--- src/rtl/disp_sched.sv ---
// Display scheduler: banner fallback plus round-robin ownership for two
// requesters, with minimum hold time, idle timeout and post-timeout lockout.
module disp_sched #(
  parameter logic [23:0] HOLD_CYC = 24'd5_000_000,
  parameter logic [23:0] IDLE_CYC = 24'd12_000_000,
  parameter logic [19:0] BLANK    = 20'hFFFFF
) (
  input  logic        clk,
  input  logic        rst,
  input  logic [2:0]  req,
  input  logic [2:0]  act,
  input  logic [19:0] data0,
  input  logic [19:0] data1,
  input  logic [19:0] data2,
  output logic [2:0]  grant,
  output logic [19:0] disp,
  output logic        timeout
);

  localparam int unsigned CW = 24;
  localparam int unsigned DW = 20;

  typedef enum logic [1:0] {
    BANNER = 2'd0,
    GAP    = 2'd1,
    OWN    = 2'd2
  } state_t;

  state_t        state, state_n;
  logic [1:0]    owner, owner_n;     // current owner index (1 or 2)
  logic [1:0]    next_q, next_n;     // owner chosen for the pending GAP (0 = banner)
  logic [1:0]    last, last_n;       // last released owner, for round-robin
  logic [1:0]    lock, lock_n;       // bit0 = requester 1, bit1 = requester 2
  logic [CW-1:0] hold_cnt, hold_n;
  logic [CW-1:0] idle_cnt, idle_n;
  logic [2:0]    grant_n;
  logic [DW-1:0] disp_n;
  logic          timeout_n;

  logic [1:0]    elig;
  logic          own_sel;
  logic          oth_sel;
  logic          req_own;
  logic          hold_done;

  // State and registered outputs
  always_ff @(posedge clk) begin
    if (rst) begin
      state    <= BANNER;
      owner    <= 2'd1;
      next_q   <= 2'd0;
      last     <= 2'd2;
      lock     <= 2'b00;
      hold_cnt <= '0;
      idle_cnt <= '0;
      grant    <= 3'b001;
      disp     <= '0;
      timeout  <= 1'b0;
    end else begin
      state    <= state_n;
      owner    <= owner_n;
      next_q   <= next_n;
      last     <= last_n;
      lock     <= lock_n;
      hold_cnt <= hold_n;
      idle_cnt <= idle_n;
      grant    <= grant_n;
      disp     <= disp_n;
      timeout  <= timeout_n;
    end
  end

  // Next-state, arbitration, counters and output selection
  always_comb begin
    state_n   = state;
    owner_n   = owner;
    next_n    = next_q;
    last_n    = last;
    lock_n    = lock & req[2:1];
    hold_n    = '0;
    idle_n    = '0;
    timeout_n = 1'b0;
    grant_n   = 3'b001;
    disp_n    = data0;

    elig      = req[2:1] & ~lock;
    own_sel   = (owner == 2'd2);
    oth_sel   = ~own_sel;
    req_own   = req[owner];
    // hold_cnt counts completed OWN cycles, so the current cycle completes the hold here
    hold_done = (hold_cnt >= (HOLD_CYC - 24'd1));

    case (state)
      BANNER: begin
        if (|elig) begin
          state_n = GAP;
          if (&elig) next_n = (last == 2'd2) ? 2'd1 : 2'd2;
          else       next_n = elig[0] ? 2'd1 : 2'd2;
        end
      end
      GAP: begin
        if (next_q != 2'd0) begin
          state_n = OWN;
          owner_n = next_q;
        end else begin
          state_n = BANNER;
        end
      end
      OWN: begin
        hold_n = (hold_cnt == HOLD_CYC) ? hold_cnt : hold_cnt + 24'd1;
        idle_n = act[owner] ? '0 :
                 (idle_cnt == IDLE_CYC) ? idle_cnt : idle_cnt + 24'd1;
        if (hold_done && (!req_own || (idle_cnt == IDLE_CYC))) begin
          state_n = GAP;
          last_n  = owner;
          // voluntary release wins over timeout in the same cycle
          if (req_own) begin
            timeout_n       = 1'b1;
            lock_n[own_sel] = 1'b1;
          end
          next_n = elig[oth_sel] ? (own_sel ? 2'd1 : 2'd2) : 2'd0;
        end
      end
      default: state_n = BANNER;
    endcase

    case (state_n)
      GAP: begin
        grant_n = 3'b000;
        disp_n  = BLANK;
      end
      OWN: begin
        grant_n = (owner_n == 2'd2) ? 3'b100 : 3'b010;
        disp_n  = (owner_n == 2'd2) ? data2 : data1;
      end
      default: begin
        grant_n = 3'b001;
        disp_n  = data0;
      end
    endcase
  end

endmodule

--- config.mk ---
export PLATFORM = sky130hd
export DESIGN_NAME = disp_sched
export DESIGN_NICKNAME = d
export VERILOG_FILES = /design/src/rtl/disp_sched.sv
export SDC_FILE = /design/constraint.sdc
export NUM_CORES = 1
export LEC_CHECK = 0
export ABC_AREA = 1
export CAP_MARGIN = 10
export CORE_UTILIZATION = 60
export DETAILED_ROUTE_END_ITERATION = 8
export DONT_BUFFER_PORTS = 1
export PLACE_DENSITY = 0.77
export SLEW_MARGIN = 20
export SYNTH_ARGS = -nofsm -noshare
export SYNTH_HDL_FRONTEND = slang
export SYNTH_SLANG_ARGS = --single-unit
--- constraint.sdc ---
create_clock -name clk -period 3.6 [get_ports clk]
set_clock_uncertainty 0.2 [all_clocks]
set_input_delay 1.08 -clock clk [delete_from_list [all_inputs] [get_ports clk]]
set_output_delay 1.08 -clock clk [all_outputs]
set_load 0.005 [all_outputs]
---- Word-level counts from Yosys, hierarchy flattened ----
Cells that the tools add are included.
operators by class
  add/sub/neg operators ................... 2
  magnitude comparators ................... 5
  eq/ne operators ......................... 11
  mux-type cells .......................... 30
  bitwise operators ....................... 7
  reductions and logical operators ........ 14
operators with widths
  cell                     number
  $add A24 B1 Y24 const B  2
  $pmux W20 S2             1
  $mux W2                  15
  $eq A24 B23 Y1 const B   1
  $eq A24 B24 Y1 const B   1
  $ge A24 B23 Y1 const B   1
  $mux W20                 1
  $eq A2 B2 Y1 const B     5
  $mux W1                  6
  $pmux W2 S3              1
  $pmux W3 S2              1
  $reduce_or A3 Y1         2
  $and A2 B2 Y2            2
  $bmux W1 S2              2
  $eq A2 B1 Y1 const B     2
  $lt A1 B2 Y1 const B     2
  $ne A2 B2 Y1 const B     2
  $pmux W2 S2              1
  $reduce_and A2 Y1        2
  $reduce_bool A2 Y1       2
  $reduce_or A2 Y1         2
  $lt A2 B3 Y1 const B     1
  $mux W3                  1
  $not A1 Y1               3
  other kinds (9)          10
word-level totals
  register bits after elaboration ......... 82
  logic and storage cells ................. 79

---- Longest topological paths before layout ----
Gate-level depths: netlist (run 1).
  depth after elaboration ................. 9
  gate-level depth with buffers ........... 18
  gate-level depth less buffers ........... 17

---- Worst setup path after synthesis (run 1) ----
Ideal clock, no wire load.
  kind .................................... input port to flip-flop
  start point ............................. input req[0]
  end point ............................... register disp[11]
  library setup time ...................... 0.109 ns
  arrival time ............................ 2.813 ns
  required time ........................... 3.291 ns
  setup slack ............................. 0.478 ns
  stages .................................. 13
  buffers on the path ..................... 1
  cell sequence ........................... or2_2 nand3_1 o21ai_0 nand2_2 nand3_2 nand2_2 inv_2 ha_1 nor2_1 clkbuf_1 nand3_1 nand2_1 inv_1
between the ends
  cells in the longest elaborated chain, start to end .. 9
ends and longest elaborated chain
  what                                          line  text
  from (decl)                                   10    input logic [2:0] req,
  $bmux W1 S2 (*)                               89    req_own = req[owner];
  $mux W1 (implied by the code) (*)             89
  $logic_not A1 Y1 (*)                          113   if (hold_done && (!req_own || (idle_cnt == IDLE_CYC))) begin
  $logic_or A1 B1 Y1 (*)                        113
  $logic_and A1 B1 Y1 (*)                       113
  $mux W2 (*)                                   113
  $pmux W2 S3 (*)                               93    case (state)
  net state_n[0]                                29    state_t state, state_n;
  $eq A2 B2 Y1 or $eq A2 B1 Y1 (tied branches)  127   case (state_n)
  $pmux W20 S2 (*)                              127
  to (signal assigned)                          68    disp <= disp_n;
  to (decl)                                     16    output logic [19:0] disp,
Mark *: on every way through the listed nets, which the timed path passes. The rest lies on a longest branch. The select of a mux whose other input is x is not followed.
A chain may end at the register's enable or synchronous reset.

---- Final worst setup path (run 1) ----
  start point ............................. register hold_cnt[0]
  end point ............................... register disp[10]
between the ends
  cells in the longest elaborated chain, start to end .. 6
ends and longest elaborated chain
  what                                          line  text
  from (decl)                                   34    logic [CW-1:0] hold_cnt, hold_n;
  from (signal assigned)                        65    hold_cnt <= hold_n;
  $ge A24 B23 Y1 (*)                            91    hold_done = (hold_cnt >= (HOLD_CYC - 24'd1));
  $logic_and A1 B1 Y1 (*)                       113
  $mux W2 (*)                                   113
  $pmux W2 S3 (*)                               93
  net state_n[1]                                29
  $eq A2 B2 Y1 or $eq A2 B1 Y1 (tied branches)  127
  $pmux W20 S2 (*)                              127
Mark *: on every way through the listed nets, which the timed path passes. The rest lies on a longest branch.

==> flow_results.xml, run 1 <==
<?xml version="1.0" encoding="UTF-8"?>
<metrics>
  <group name="final_layout">
    <metric name="post_layout_nonfiller_instances" unit="">757</metric>
    <metric name="area_taken_by_multi_input_logic_gates" unit="µm²">2227</metric>
    <metric name="sequential_cell_area" unit="µm²">1642</metric>
    <metric name="diodes" unit="">0</metric>
    <metric name="final_layout_size_suffix_gt1_share" unit="%">8.623</metric>
    <metric name="nNetsFinal" unit="">730</metric>
    <metric name="layout.filler_cells" unit="">610</metric>
    <metric name="syn2layout_area_growth" unit="%">8.195</metric>
  </group>
  <group name="floorplan">
    <metric name="die_width" unit="µm">86.71</metric>
    <metric name="die-height" unit="µm">86.71</metric>
    <metric name="rows" unit="">30</metric>
    <metric name="initial_util" unit="%">62.68</metric>
    <metric name="core_area" unit="µm²">6869</metric>
    <metric name="floorplan.die_area" unit="µm²">7519</metric>
    <metric name="num_io_pins" unit="">92</metric>
  </group>
  <group name="timing">
    <metric name="timing.final.setup_violations" unit="">0</metric>
    <metric name="timing.final.crit_share" unit="%">81.85</metric>
    <metric name="report.final.hold_viol_count" unit="">0</metric>
    <metric name="slew_viol_final" unit="">0</metric>
    <metric name="grt_setup_unrepaired" unit="">false</metric>
    <metric name="fmaxAchievable" unit="MHz">339.4</metric>
    <metric name="min_period" unit="ns">2.947</metric>
    <metric name="setup_total_negative_slack" unit="ns">0</metric>
    <metric name="max_slew_margin" unit="%">49.32</metric>
    <metric name="worst_slew_pin_slew" unit="ns">0.7594</metric>
  </group>
  <group name="cts">
    <metric name="cts-resized-gates" unit="">0</metric>
    <metric name="post_cts_buffers" unit="">0</metric>
    <metric name="cts_htree_levels" unit="">3</metric>
    <metric name="clock_path_buffers" unit="">2</metric>
    <metric name="holdBufCountCts" unit="">0</metric>
    <metric name="clock_insertion_delay_worst_skew" unit="ns">0.36</metric>
    <metric name="clock_tree_from_tritoncts" unit="">yes</metric>
    <metric name="clk_pin_slew" unit="ns">0.09</metric>
    <metric name="clock_buffers_created_by_tritoncts" unit="">9</metric>
    <metric name="clock_tree.root_cell" unit="">clkbuf_8</metric>
    <metric name="numClockSinks" unit="">82</metric>
  </group>
  <group name="critical_path">
    <metric name="worst-endpoint-arrival" unit="ns">3.05</metric>
    <metric name="setup.worst_path.class" unit="">register to register</metric>
    <metric name="timing.critical_path.fanout_max" unit="">20</metric>
    <metric name="end_kind" unit="">register</metric>
    <metric name="crit_path_start_kind" unit="">register</metric>
    <metric name="worst_ep_required_time" unit="ns">3.71</metric>
  </group>
  <group name="pwr">
    <metric name="p_leak" unit="µW">0.001945</metric>
    <metric name="pwr_density_cell" unit="nW/µm²">462.2</metric>
    <metric name="irDropWorstVdd" unit="V">0.0002882</metric>
  </group>
  <group name="place">
    <metric name="numPlacedInstances" unit="">741</metric>
    <metric name="io_buffer_count" unit="">0</metric>
    <metric name="hpwl" unit="mm">6.598</metric>
    <metric name="place.gp.congestion" unit="">0.8729</metric>
  </group>
  <group name="grt">
    <metric name="via_count_of_the_first_global_routing_pass" unit="">3646</metric>
    <metric name="grt_first_pass_wirelength" unit="mm">15.31</metric>
    <metric name="pin_count_of_the_biggest_net_entering_global_routing" unit="">29</metric>
    <metric name="globalRouteOverflowTotal" unit="">0</metric>
    <metric name="global_route.usage.total" unit="%">25.61</metric>
    <metric name="antenna_found_initial" unit="">0</metric>
  </group>
  <group name="hold_path">
    <metric name="hold_path.class" unit="">register to register</metric>
  </group>
  <group name="logic_synthesis">
    <metric name="synth_top_cells_by_area" unit="">dfxtp_1, nand2_1, nor2_1</metric>
    <metric name="yosys_register_bits" unit="">82</metric>
    <metric name="synth_ff_type" unit="">dfxtp_1</metric>
    <metric name="syn_warnings" unit="">0</metric>
    <metric name="synth-edff-count" unit="">0</metric>
    <metric name="proportion_of_synthesized_chip_area_in_sequential_cells" unit="%">38.13</metric>
    <metric name="synth.top_cell.area_share" unit="%">38.13</metric>
    <metric name="synth_area_per_cell" unit="µm²">6.563</metric>
    <metric name="syn_area" unit="µm²">4305</metric>
    <metric name="netlist-cell-type-count" unit="">41</metric>
    <metric name="netlist_instances" unit="">656</metric>
    <metric name="yosysTopAreaCell" unit="">dfxtp_1</metric>
    <metric name="synth.net_count" unit="">730</metric>
    <metric name="synth-async-reset-ratio" unit="%">0</metric>
  </group>
  <group name="drt">
    <metric name="routedWlPerCell" unit="µm">11.82</metric>
    <metric name="drt-vias-per-instance" unit="">5.215</metric>
    <metric name="ant_nets" unit="">0</metric>
    <metric name="drt_wl_total" unit="mm">8.947</metric>
    <metric name="drt_pass1_iterations" unit="">5</metric>
    <metric name="via_count" unit="">3948</metric>
    <metric name="remaining_drc_errors" unit="">0</metric>
    <metric name="drt_iter0_drc" unit="">233</metric>
  </group>
  <group name="flow_run">
    <metric name="drv.max_cap_violation_count" unit="">0</metric>
  </group>
  <group name="status">
    <metric name="status" unit="">finished, final reports clean</metric>
  </group>
</metrics>
stage by stage:
step	utilization (%)	instance area [µm²]	hold WS (ns)	setup WS (ns)	power, µW
CTS	67.72	4652	0.2644	0.3612	2168
global placement	63.77	4380	0.2448	0.1881	1269
finish	67.81	4658	0.2612	0.6533	2153
detailed placement	63.77	4380	0.2515	0.07854	1279
floorplan	-	4305	0.2372	0.4780	1229
global route	67.81	4658	0.3069	0.3785	2251
power breakdown:
part | internal (µW) | switching (µW) | leakage (µW)
registers | 968 | 33.6 | 0.000668
clock network | 538 | 358 | 0.000132
logic | 91.9 | 164 | 0.00115
total | 1600 | 555 | 0.00194
area by class of cell:
class | count | share of cell area [%]
Multi-Input combinational cell | 460 | 47.81
Sequential cell | 82 | 35.24
Inverter | 100 | 8.058
Clock inverter | 7 | 3.169
Clock buffer | 9 | 2.659
Tap cell | 96 | 2.579
Timing Repair Buffer | 3 | 0.4835
cell families after synthesis:
family                   after synthesis  synth area share [%]
adder cells (fa/ha/maj)                6                 1.744
flip-flops                            82                 38.13
buffers and inverters                114                 10.40
AND/OR/NAND/NOR                      373                 39.35
XOR/XNOR                               4                0.8139
AO/OA/AOI/OAI                         77                 9.562
synthesized netlist by cell type, types with 3 or more instances:
cell / count
a21oi_1: 41
buf_2: 4
clkbuf_1: 6
dfxtp_1: 82
ha_1: 6
inv_1: 96
inv_2: 4
nand2_1: 156
nand2_2: 6
nand3_1: 44
nand3_2: 6
nand4_1: 11
nor2_1: 105
nor2_4: 4
nor3_1: 18
o21ai_0: 24
or2_2: 7
xor2_1: 3
registers in the layout, indices dropped and copies added (netlist names):
| register | flops |
|---|---|
| next_q | 2 |
| disp | 20 |
| hold_cnt | 24 |
| lock | 2 |
| timeout | 1 |
| state | 2 |
| owner | 2 |
| last | 2 |
| idle_cnt | 24 |
| grant | 3 |
path summary, 6_finish.rpt:
| check | from | end | slack (ns) | cells after the start |
|---|---|---|---|---|
| setup / recovery | hold_cnt[0]$_SDFFE_PP0P_ | disp[10]$_SDFF_PP0_ | 0.65 | 17 |
| setup reg to reg | hold_cnt[0]$_SDFFE_PP0P_ | disp[10]$_SDFF_PP0_ | 0.65 | 17 |
| hold / removal | lock[0]$_SDFF_PP0_ | lock[0]$_SDFF_PP0_ | 0.26 | 2 |
| hold reg to reg | lock[0]$_SDFF_PP0_ | lock[0]$_SDFF_PP0_ | 0.26 | 2 |
critical path, stage by stage (launching register included):
cell     delay, ns
dfxtp_1       0.38
ha_1          0.24
inv_1         0.11
nor2_4        0.08
nand2_2       0.11
nand2_1       0.06
nand3_1       0.08
nand3_1       0.17
nand2_1       0.13
nand2_1       0.06
nand2_1       0.08
ha_1          0.15
inv_1         0.10
nor3_4        0.62
nand2_1       0.12
nand3_1       0.12
nand2_1       0.05
inv_1         0.05
placed cells by master, fill, tap and decap left out, types with 2 or more instances in the layout:
master and instances:
bufinv_16 4, nand4_1 11, and3_1 2, nor3_2 2
nor3_1 17, ha_1 6, nor2_4 4, nand3_1 44
nand2_2 6, nor2_2 2, inv_2 4, a21oi_1 41
o21ai_1 2, clkbuf_8 9, xor2_1 3, o22ai_1 2
nor2_1 105, a21oi_2 2, nor3b_1 2, dfxtp_1 82
o21a_1 2, nand3_2 6, inv_1 96, o21ai_0 24
nor3_4 3, or2_2 7, nand2_1 156, buf_4 3
per-layer routing:
metal	share of wire (%)	global-route usage [%]
met5	0	0
met4	1.5	11.97
met3	5.8	5.143
met2	46	42.28
met1	46	32.20
Note: power is estimated with default switching activity, not from simulation.
==> inputs of run 2 (changes only) <==
==> constraint.sdc (replaced) <==
create_clock -name clk -period 2.82 [get_ports clk]
set_clock_uncertainty 0.2 [all_clocks]
set_input_delay 0.846 -clock clk [delete_from_list [all_inputs] [get_ports clk]]
set_output_delay 0.846 -clock clk [all_outputs]
set_load 0.005 [all_outputs]
==> run 2 against run 1 <==
- maximum frequency up 12%
- worst setup slack worse by 0.46 ns
- clock power up 5.2%
- sequential power up 28%
- critical endpoint is now disp[2]$_SDFF_PP0_
- clock-buffer cell count up 1
- final cell count up 3.2%
- first-iteration DRC count down 17%
- sequential share of layout area down 0.98 points
- utilization up 1.9 points
- combinational power up 46%
- via count up 3.8%
- register-to-register slack worse by 0.46 ns
==> flow_results.xml, run 2 (same netlist as run 1, synthesis figures left out) <==
<?xml version="1.0" encoding="UTF-8"?>
<metrics>
  <group name="timing">
    <metric name="grt_setup_unrepaired" unit="">false</metric>
    <metric name="worst_slew_pin_slew" unit="ns">0.6960</metric>
    <metric name="timing.final.setup_violations" unit="">0</metric>
    <metric name="report.final.hold_viol_count" unit="">0</metric>
    <metric name="max_slew_margin" unit="%">53.35</metric>
    <metric name="finalWorstSetupSlack" unit="ns">0.1956</metric>
    <metric name="fmaxAchievable" unit="MHz">381.0</metric>
    <metric name="slew_viol_final" unit="">0</metric>
    <metric name="min_period" unit="ns">2.624</metric>
    <metric name="timing.final.crit_share" unit="%">93.06</metric>
  </group>
  <group name="cts">
    <metric name="clock_tree.root_cell" unit="">clkbuf_8</metric>
    <metric name="post_cts_buffers" unit="">0</metric>
    <metric name="clock_tree_from_tritoncts" unit="">yes</metric>
    <metric name="clock_path_buffers" unit="">2</metric>
    <metric name="numClockSinks" unit="">82</metric>
    <metric name="cts_htree_levels" unit="">3</metric>
    <metric name="clk_pin_slew" unit="ns">0.08</metric>
    <metric name="clock_buffers_created_by_tritoncts" unit="">9</metric>
    <metric name="holdBufCountCts" unit="">0</metric>
    <metric name="clock_insertion_delay_worst_skew" unit="ns">0.36</metric>
  </group>
  <group name="status">
    <metric name="status" unit="">finished, final reports clean</metric>
  </group>
  <group name="critical_path">
    <metric name="worst_ep_required_time" unit="ns">2.93</metric>
    <metric name="timing.critical_path.fanout_max" unit="">10</metric>
    <metric name="ff2ff_setup_slack" unit="ns">0.20</metric>
    <metric name="crit-reg2reg-capture" unit="">disp[2]$_SDFF_PP0_</metric>
    <metric name="end_kind" unit="">register</metric>
    <metric name="worst-endpoint-arrival" unit="ns">2.73</metric>
    <metric name="timing.reg2reg.worst_path_depth" unit="">17</metric>
    <metric name="crit_path_start_kind" unit="">register</metric>
    <metric name="worst_r2r_startpoint" unit="">hold_cnt[0]$_SDFFE_PP0P_</metric>
    <metric name="setup.worst_path.class" unit="">register to register</metric>
    <metric name="origin_of_the_worst_setup_path" unit="">hold_cnt[0]$_SDFFE_PP0P_</metric>
  </group>
  <group name="final_layout">
    <metric name="final_layout_size_suffix_gt1_share" unit="%">11.68</metric>
    <metric name="final_common_cell" unit="">nand2_1</metric>
    <metric name="post_layout_nonfiller_instances" unit="">781</metric>
    <metric name="diodes" unit="">0</metric>
    <metric name="syn2layout_area_growth" unit="%">11.28</metric>
    <metric name="biggestRegsByFlops" unit="">hold_cnt x24, idle_cnt x24, disp x20</metric>
    <metric name="nNetsFinal" unit="">754</metric>
    <metric name="finished_core_util" unit="%">69.75</metric>
    <metric name="mostFrequentLayoutCells" unit="">nand2_1, nor2_1, inv_1, dfxtp_1, nand3_1</metric>
  </group>
  <group name="hold_path">
    <metric name="worstHoldEndpoint" unit="">lock[1]$_SDFF_PP0_</metric>
    <metric name="hold_path.class" unit="">register to register</metric>
    <metric name="hold-path-cell-count" unit="">2</metric>
    <metric name="hold_path_startpoint" unit="">lock[1]$_SDFF_PP0_</metric>
  </group>
  <group name="grt">
    <metric name="pin_count_of_the_biggest_net_entering_global_routing" unit="">29</metric>
    <metric name="globalRouteOverflowTotal" unit="">0</metric>
    <metric name="grt_first_pass_wirelength" unit="mm">16.33</metric>
    <metric name="global_route.usage.total" unit="%">27.23</metric>
    <metric name="antenna_found_initial" unit="">0</metric>
    <metric name="via_count_of_the_first_global_routing_pass" unit="">3926</metric>
  </group>
  <group name="drt">
    <metric name="drt_wl_total" unit="mm">9.677</metric>
    <metric name="routedWlPerCell" unit="µm">12.39</metric>
    <metric name="remaining_drc_errors" unit="">0</metric>
    <metric name="drt-vias-per-instance" unit="">5.247</metric>
    <metric name="drt_iter0_drc" unit="">193</metric>
    <metric name="drt_pass1_iterations" unit="">5</metric>
    <metric name="ant_nets" unit="">0</metric>
    <metric name="via_count" unit="">4098</metric>
  </group>
  <group name="place">
    <metric name="hpwl" unit="mm">6.858</metric>
    <metric name="place.gp.congestion" unit="">0.8463</metric>
    <metric name="numPlacedInstances" unit="">763</metric>
    <metric name="io_buffer_count" unit="">0</metric>
    <metric name="pre_cts_slack" unit="ns">-0.4673</metric>
  </group>
  <group name="flow_run">
    <metric name="drv.max_cap_violation_count" unit="">0</metric>
  </group>
  <group name="floorplan">
    <metric name="die_width" unit="µm">86.71</metric>
    <metric name="num_io_pins" unit="">92</metric>
    <metric name="floorplan.die_area" unit="µm²">7519</metric>
    <metric name="initial_util" unit="%">62.68</metric>
    <metric name="rows" unit="">30</metric>
    <metric name="die-height" unit="µm">86.71</metric>
    <metric name="core_area" unit="µm²">6869</metric>
  </group>
  <group name="pwr">
    <metric name="power" unit="µW">2593</metric>
    <metric name="irDropWorstVdd" unit="V">0.0004193</metric>
    <metric name="pwr_density_cell" unit="nW/µm²">541.2</metric>
    <metric name="p_leak" unit="µW">0.002036</metric>
  </group>
</metrics>
[run 2: layer usage]
metal | global-route usage (%) | routed length, µm | up-vias
li1 | - | - | 2106
met1 | 32.84 | 4302 | 1835
met2 | 47.11 | 4640 | 137
met3 | 5.143 | 559 | 20
met4 | 12.27 | 174 | 0
met5 | 0 | 0 | -
[run 2: power breakdown]
part	internal [µW]	leakage (µW)	switching, µW
Clock	502	0.000107	441
Sequential	1240	0.000668	40.1
Combinational	144	0.00126	230
[run 2: worst max-delay path by stage]
stage,to,slack (ns),cells after the start
finish,disp[2]$_SDFF_PP0_,0.20,17
global route,disp[14]$_SDFF_PP0_,0.01,17
CTS,disp[16]$_SDFF_PP0_,0.01,18
detailed placement,disp[16]$_SDFF_PP0_,-0.47,14
global placement,disp[11]$_SDFF_PP0_,-0.34,14
floorplan,disp[10]$_SDFF_PP0_,-0.01,14
[run 2: repair_timing]
action	CTS	global route
endpoints found under the setup margin	20	20
cloned	0	2
resized for setup	1	1
pin swaps	0	2
[run 2: stage by stage]
stage | cell area [µm²] | setup TNS [ns] | hold slack [ns]
2_1_floorplan | 4308 | -0.2665 | 0.2372
3_5_place_dp | 4546 | -8.474 | 0.2453
3_3_place_gp | 4546 | -6.466 | 0.2445
4_1_cts | 4770 | 0 | 0.2580
5_1_grt | 4791 | 0 | 0.3028
6_report | 4791 | 0 | 0.2577
[run 2: final cells by class]
cell class | instances | area, µm²
Tap cell | 96 | 120.1
Clock buffer | 10 | 127.6
Fill cell | 574 | 2078
Clock inverter | 6 | 90.09
Timing Repair Buffer | 25 | 187.7
Multi-Input combinational cell | 462 | 2248
Inverter | 100 | 375.4
Sequential cell | 82 | 1642
[run 2: worst max-delay path, stage by stage, from the launching register on]
cell and delay, ns:
dfxtp_1 0.32, ha_1 0.20, inv_1 0.12, nor2_4 0.05, nand2_2 0.06, nand2_1 0.05, nand3_1 0.06, nand3_1 0.14
nand2_1 0.12, nand2_1 0.05, nand2_1 0.08, ha_1 0.15, inv_1 0.10, nor3_2 0.55, nand2_1 0.12, nand3_1 0.12
nand2_1 0.05, inv_1 0.04
==> edit 1 (config.mk and constraints of run 2) <==
Encoding of `state_t`: now one-hot (3 bits for 3 states).
--- a/src/rtl/disp_sched.sv
+++ b/src/rtl/disp_sched.sv
@@ -22,6 +22,6 @@
 
-  typedef enum logic [1:0] {
-    BANNER = 2'd0,
-    GAP    = 2'd1,
-    OWN    = 2'd2
+  typedef enum logic [2:0] {
+    BANNER = 3'b001,
+    GAP    = 3'b010,
+    OWN    = 3'b100
   } state_t;
Function: no difference found for any inputs over 10 cycles, from zero or initial values and one cycle with rst high; not proved beyond that.
==> edit 1 against run 2 <==
First-iteration DRC count rose by 19%; final cell count fell by 15%; setup slack improved by 440 ps; synthesized area fell by 4.0%; count of clock-buffer cells in the layout did not move; critical path depth fell by 5; cell area fell by 8.0%; sequential cell count rose by 1; routed wire length fell by 9.6%; critical path type unchanged.
Power is not compared: it rests on default switching activity, and its combinational part moved more than twofold at a synthesized area within 25%.
==> edit 1: results (changes against run 2) <==
global-route wire length before repair=14600 um (-11%); reg2reg path depth=12 (-5); placer congestion estimate=0.873 (+3.2%); Critical Path AT=2240 ps (-490 ps); Setup Buffers After CTS=0 (unchanged); count of cell types in the netlist=39 (-4.9%); worst vdd ir=434 uV; cell total after placement=650 (-15%); 1st-iter DRT viols=229 (+19%); initial antenna violation count=0 (unchanged); CTS H-tree lvls=3 (unchanged); Total GRT Usage=25.5% (-1.8 points); hold endpoint=last[0]; met1 global-route usage=30.8% (-2.0 points); top cell type's share of synthesized area=40.2% (+2.1 points); worst flop-to-flop path startpoint=hold_cnt[0]; Synth area leaders=dfxtp_1 (40%), nand2_1 (11%), inv_1 (6.9%); CTS max path bufs=2 (unchanged); crit path max fanout=21 (+11); Finished Layout Cells=666 (-15%); top cells by instance count after synthesis=nand2_1 (122), dfxtp_1 (83), inv_1 (76); Detail Placement HPWL=6430 um (-6.2%); vias in the first global route=3395 (-14%); Yosys warnings=0 (unchanged); I/O Buffers=0 (unchanged); worst hold path startpoint=last[0]; Post-DP Area=0.00418 sq mm (-8.1%); Post-synth ARST share=0% (unchanged); pin count of the biggest net entering global routing=27 (-6.9%); Worst Hold Margin=255 ps (-2.62 ps); drt first pass iters=5 (unchanged); later-pin clock latency in the skew report=360 ps (about the same); Post-CTS Resized=0 (-1); grt met3 use=7.68% (+2.5 points); Seq/Total Area, Yosys=40.2% (+2.1 points); Syn Inst Count=584 (-11%); outcome=finished, final reports clean; hold depth=2 (unchanged); Max-slew headroom=56.5% (+3.2 points); met2 usage=41.9% (-5.2 points); layout cell share with drive strength beyond 1=11.7% (+0.036 points); Synth Flop Type=dfxtp_1; Reg clk slew, reported paths=90 ps; routed vias=3682 (-10%); RR Endpoint=disp[12]; hold crit path type=register to register; reg2reg setup slack=640 ps (+440 ps); layout net count=656 (-13%); Leak=1.71 nW; CTS Buf Count=9 (unchanged); WL final=8750 um (-9.6%)
-- edit 1: changes by cell type in the layout (fill, tap and decap cells not counted), moves of 20 or more --
| cell | delta |
|---|---|
| nor2_1 | -45 |
| nand3_1 | -23 |
| buf_4 | -20 |
| a31oi_1 | +20 |
| inv_1 | -20 |
| nand2_1 | -34 |
-- edit 1: through the flow --
step	setup slack [ps]	utilization, %
finish	640	67.9
global route	426	67.9
CTS	641	67.9
detailed placement	463	64.3
global placement	514	64.3
floorplan	694	-
-- edit 1: worst max path at each step --
stage | slack [ps] | from | endpoint | cells past startpoint
6_report | 640 | hold_cnt[0] | disp[12] | 12
3_3_place_gp | 510 | req[1] | disp[13] | 12
5_1_grt | 430 | hold_cnt[0] | disp[14] | 12
2_1_floorplan | 690 | req[1] | disp[12] | 12
3_5_place_dp | 460 | req[1] | disp[14] | 12
4_1_cts | 640 | hold_cnt[0] | disp[12] | 12
-- edit 1: power by group through the flow --
stage | registers [W] | clock network, W | logic (W)
after floorplan | 0.00128 | 0 | 0.000124
after global placement | 0.00129 | 0 | 0.000141
after detailed placement | 0.00129 | 0 | 0.000147
after CTS | 0.00126 | 0.000996 | 0.000147
after global routing | 0.00127 | 0.00105 | 0.000173
final | 0.00126 | 0.000980 | 0.000147
-- edit 1: metal layers --
metal,wire length (um),vias up
met4,247,0
met3,635,18
met2,4020,137
met5,0,-
met1,3840,1634
li1,-,1893
-- edit 1: cells by family (layout without fill, tap and decap cells) --
kind of cell             after synthesis  in the layout  synth area share, %
AND/OR/NAND/NOR                      274            274                 31.4
adder cells (fa/ha/maj)                4              4                 1.21
AO/OA/AOI/OAI                        117            117                 15.9
XOR/XNOR                               8              8                 1.70
buffers and inverters                 98            103                 9.60
flip-flops                            83             83                 40.2
-- edit 1: cell type report --
type,count,area (sq um)
flip-flops and latches,83,1660
clock inverters,6,95.1
multi-input cells,403,2070
inverters,82,308
fillers,553,2090
repair buffers,5,37.5
well taps,77,96.3
clock buffers,10,138
-- edit 1: critical path, stage by stage (launching register included) --
cell and delay, ps:
dfxtp_1 390, ha_1 200, nand3_1 150, o21ai_0 240, nand3_1 130, nand3_2 110, nand2_2 60, nand2_1 70
nand2_2 230, nand2_1 130, nand3_1 70, nand2_1 60, inv_1 40
==> edit 2 (config.mk and constraints of run 2) <==
Without the edit above. The localparam `CW` goes from 24 to 36.
--- a/src/rtl/disp_sched.sv
+++ b/src/rtl/disp_sched.sv
@@ -19,3 +19,3 @@
 
-  localparam int unsigned CW = 24;
+  localparam int unsigned CW = 36;
   localparam int unsigned DW = 20;
Check against the original RTL: same outputs for any inputs over 10 cycles, from zero or initial values and one cycle with rst high; that may be too few to reach the edited logic, so the function may still have changed.
==> edit 2 against run 2 <==
Die area is 33% higher; hold slack better by 13 ps; sequential share of layout area is 0.32 points lower; total power is 14% higher; routed wire length is 33% higher; critical endpoint is now disp[17]; synthesized area is 34% higher; setup slack better by 16 ps; largest cell class unchanged; sequential cell count is 24 higher; cell area is 30% higher; critical path type unchanged.
==> edit 2: results (changes against run 2) <==
pre-CTS WS=-139 ps (+328 ps); met1 wire length=5880 um (+37%); CP max-delay cell=dfxtp_1; reg2reg setup slack=210 ps (+20 ps); worst flop-to-flop path startpoint=hold_cnt[25]; combinational power=0.000335 W (-10%); top cells by instance count after synthesis=inv_1 (179), nand2_1 (144), nor2_1 (128); met2 usage=45.9% (-1.2 points); Total GRT Usage=26.9% (-0.38 points); met2 wire length=6170 um (+33%); Seq/Total Area, Yosys=36.9% (-1.2 points); 1st-iter DRT viols=265 (+37%); Reg clk slew, reported paths=110 ps (+30 ps); pin count of the biggest net entering global routing=28 (-3.4%); count of cell types in the netlist=42 (+2.4%); layout cell share with drive strength beyond 1=9.50% (-2.2 points); grt met3 use=5.29% (+0.15 points); global-route wire length before repair=21800 um (+33%); Int Pwr=0.00214 W (+14%); Post-DP Area=0.00601 sq mm (+32%); synthesized net count=959 (+31%); max incr delay on CP=340 ps (-210 ps); met1 global-route usage=34.7% (+1.9 points); crit path max fanout=21 (+11); worst slew pin tran=545 ps (-151 ps); vias in the first global route=4999 (+27%); placer congestion estimate=0.897 (+6.0%); reg2reg path depth=16 (-1); Critical Path AT=2680 ps (-50 ps); Power Sequential=0.00162 W (+27%); PwrDens=475 mW/mm^2 (-12%); met3 routed WL=725 um (+30%); fillcell total=799 (+39%); Synth area leaders=dfxtp_1 (37%), inv_1 (12%), nand2_1 (9.4%); worst vdd ir=373 uV (-11%); layout net count=974 (+29%); antenna fix cells=0 (unchanged); drt first pass iters=5 (unchanged); Detail Placement HPWL=9800 um (+43%); outcome=finished, final reports clean; hold endpoint=lock[0]; RR Endpoint=disp[17]; post-DR vias/cell=5.28 (+0.56%); WL/cell=12.5 um (+0.49%); Leak=2.63 nW (+29%); worst hold path startpoint=lock[0]
## edit 2: worst max-delay path by stage
stage | start | end | slack, ps | cells past startpoint
after global placement | req[0] | disp[12] | -60 | 11
after detailed placement | req[0] | disp[17] | -140 | 11
after global routing | hold_cnt[31] | disp[19] | -10 | 16
final | hold_cnt[25] | disp[17] | 210 | 16
after floorplan | req[0] | disp[15] | -30 | 12
after CTS | hold_cnt[23] | disp[17] | 70 | 15
## edit 2: final cells by class
| cell class | instances | area, sq um | share of cell area, % |
|---|---|---|---|
| repair buffers | 21 | 174 | 2.78 |
| multi-input cells | 576 | 2880 | 46.0 |
| inverters | 186 | 698 | 11.2 |
| clock buffers | 9 | 124 | 1.98 |
| flip-flops and latches | 106 | 2120 | 33.9 |
| well taps | 129 | 161 | 2.58 |
| clock inverters | 7 | 93.8 | 1.50 |
## edit 2: per-stage QoR
stage	hold slack, ps	instances
6_report	270	1034
5_1_grt	299	1034
4_1_cts	277	1034
3_5_place_dp	258	1018
3_3_place_gp	247	1018
2_1_floorplan	239	885
## edit 2: kinds of logic (layout without fill, tap and decap cells)
group                      Yosys count  in the layout  share of synthesized area (%)
AOI/OAI and AO/OA                  155            155                           14.8
xor gates and xnor gates             4              4                          0.609
adders and majority gates            6              6                           1.31
DFF                                106            106                           36.9
and+or+nand+nor                    411            411                           33.0
buffers and inverters              203            223                           13.4
## edit 2: timing repair
item,4_1_cts,5_1_grt
hold buffers,0,0
gates resized for setup,1,5
setup endpoints to repair,1,20
## edit 2: worst register-to-register path, cell delays in order, from the launching register on
cell and delay, ps:
dfxtp_1 340, inv_1 100, nand2_1 60, nor2_1 200, nand2_1 100, nor2_1 160, nand3_1 100, nand3_2 140
nand3_4 80, nand2_2 80, inv_2 40, ha_1 240, nand3_1 110, buf_6 200, o22ai_1 100, o21ai_0 200
inv_1 70
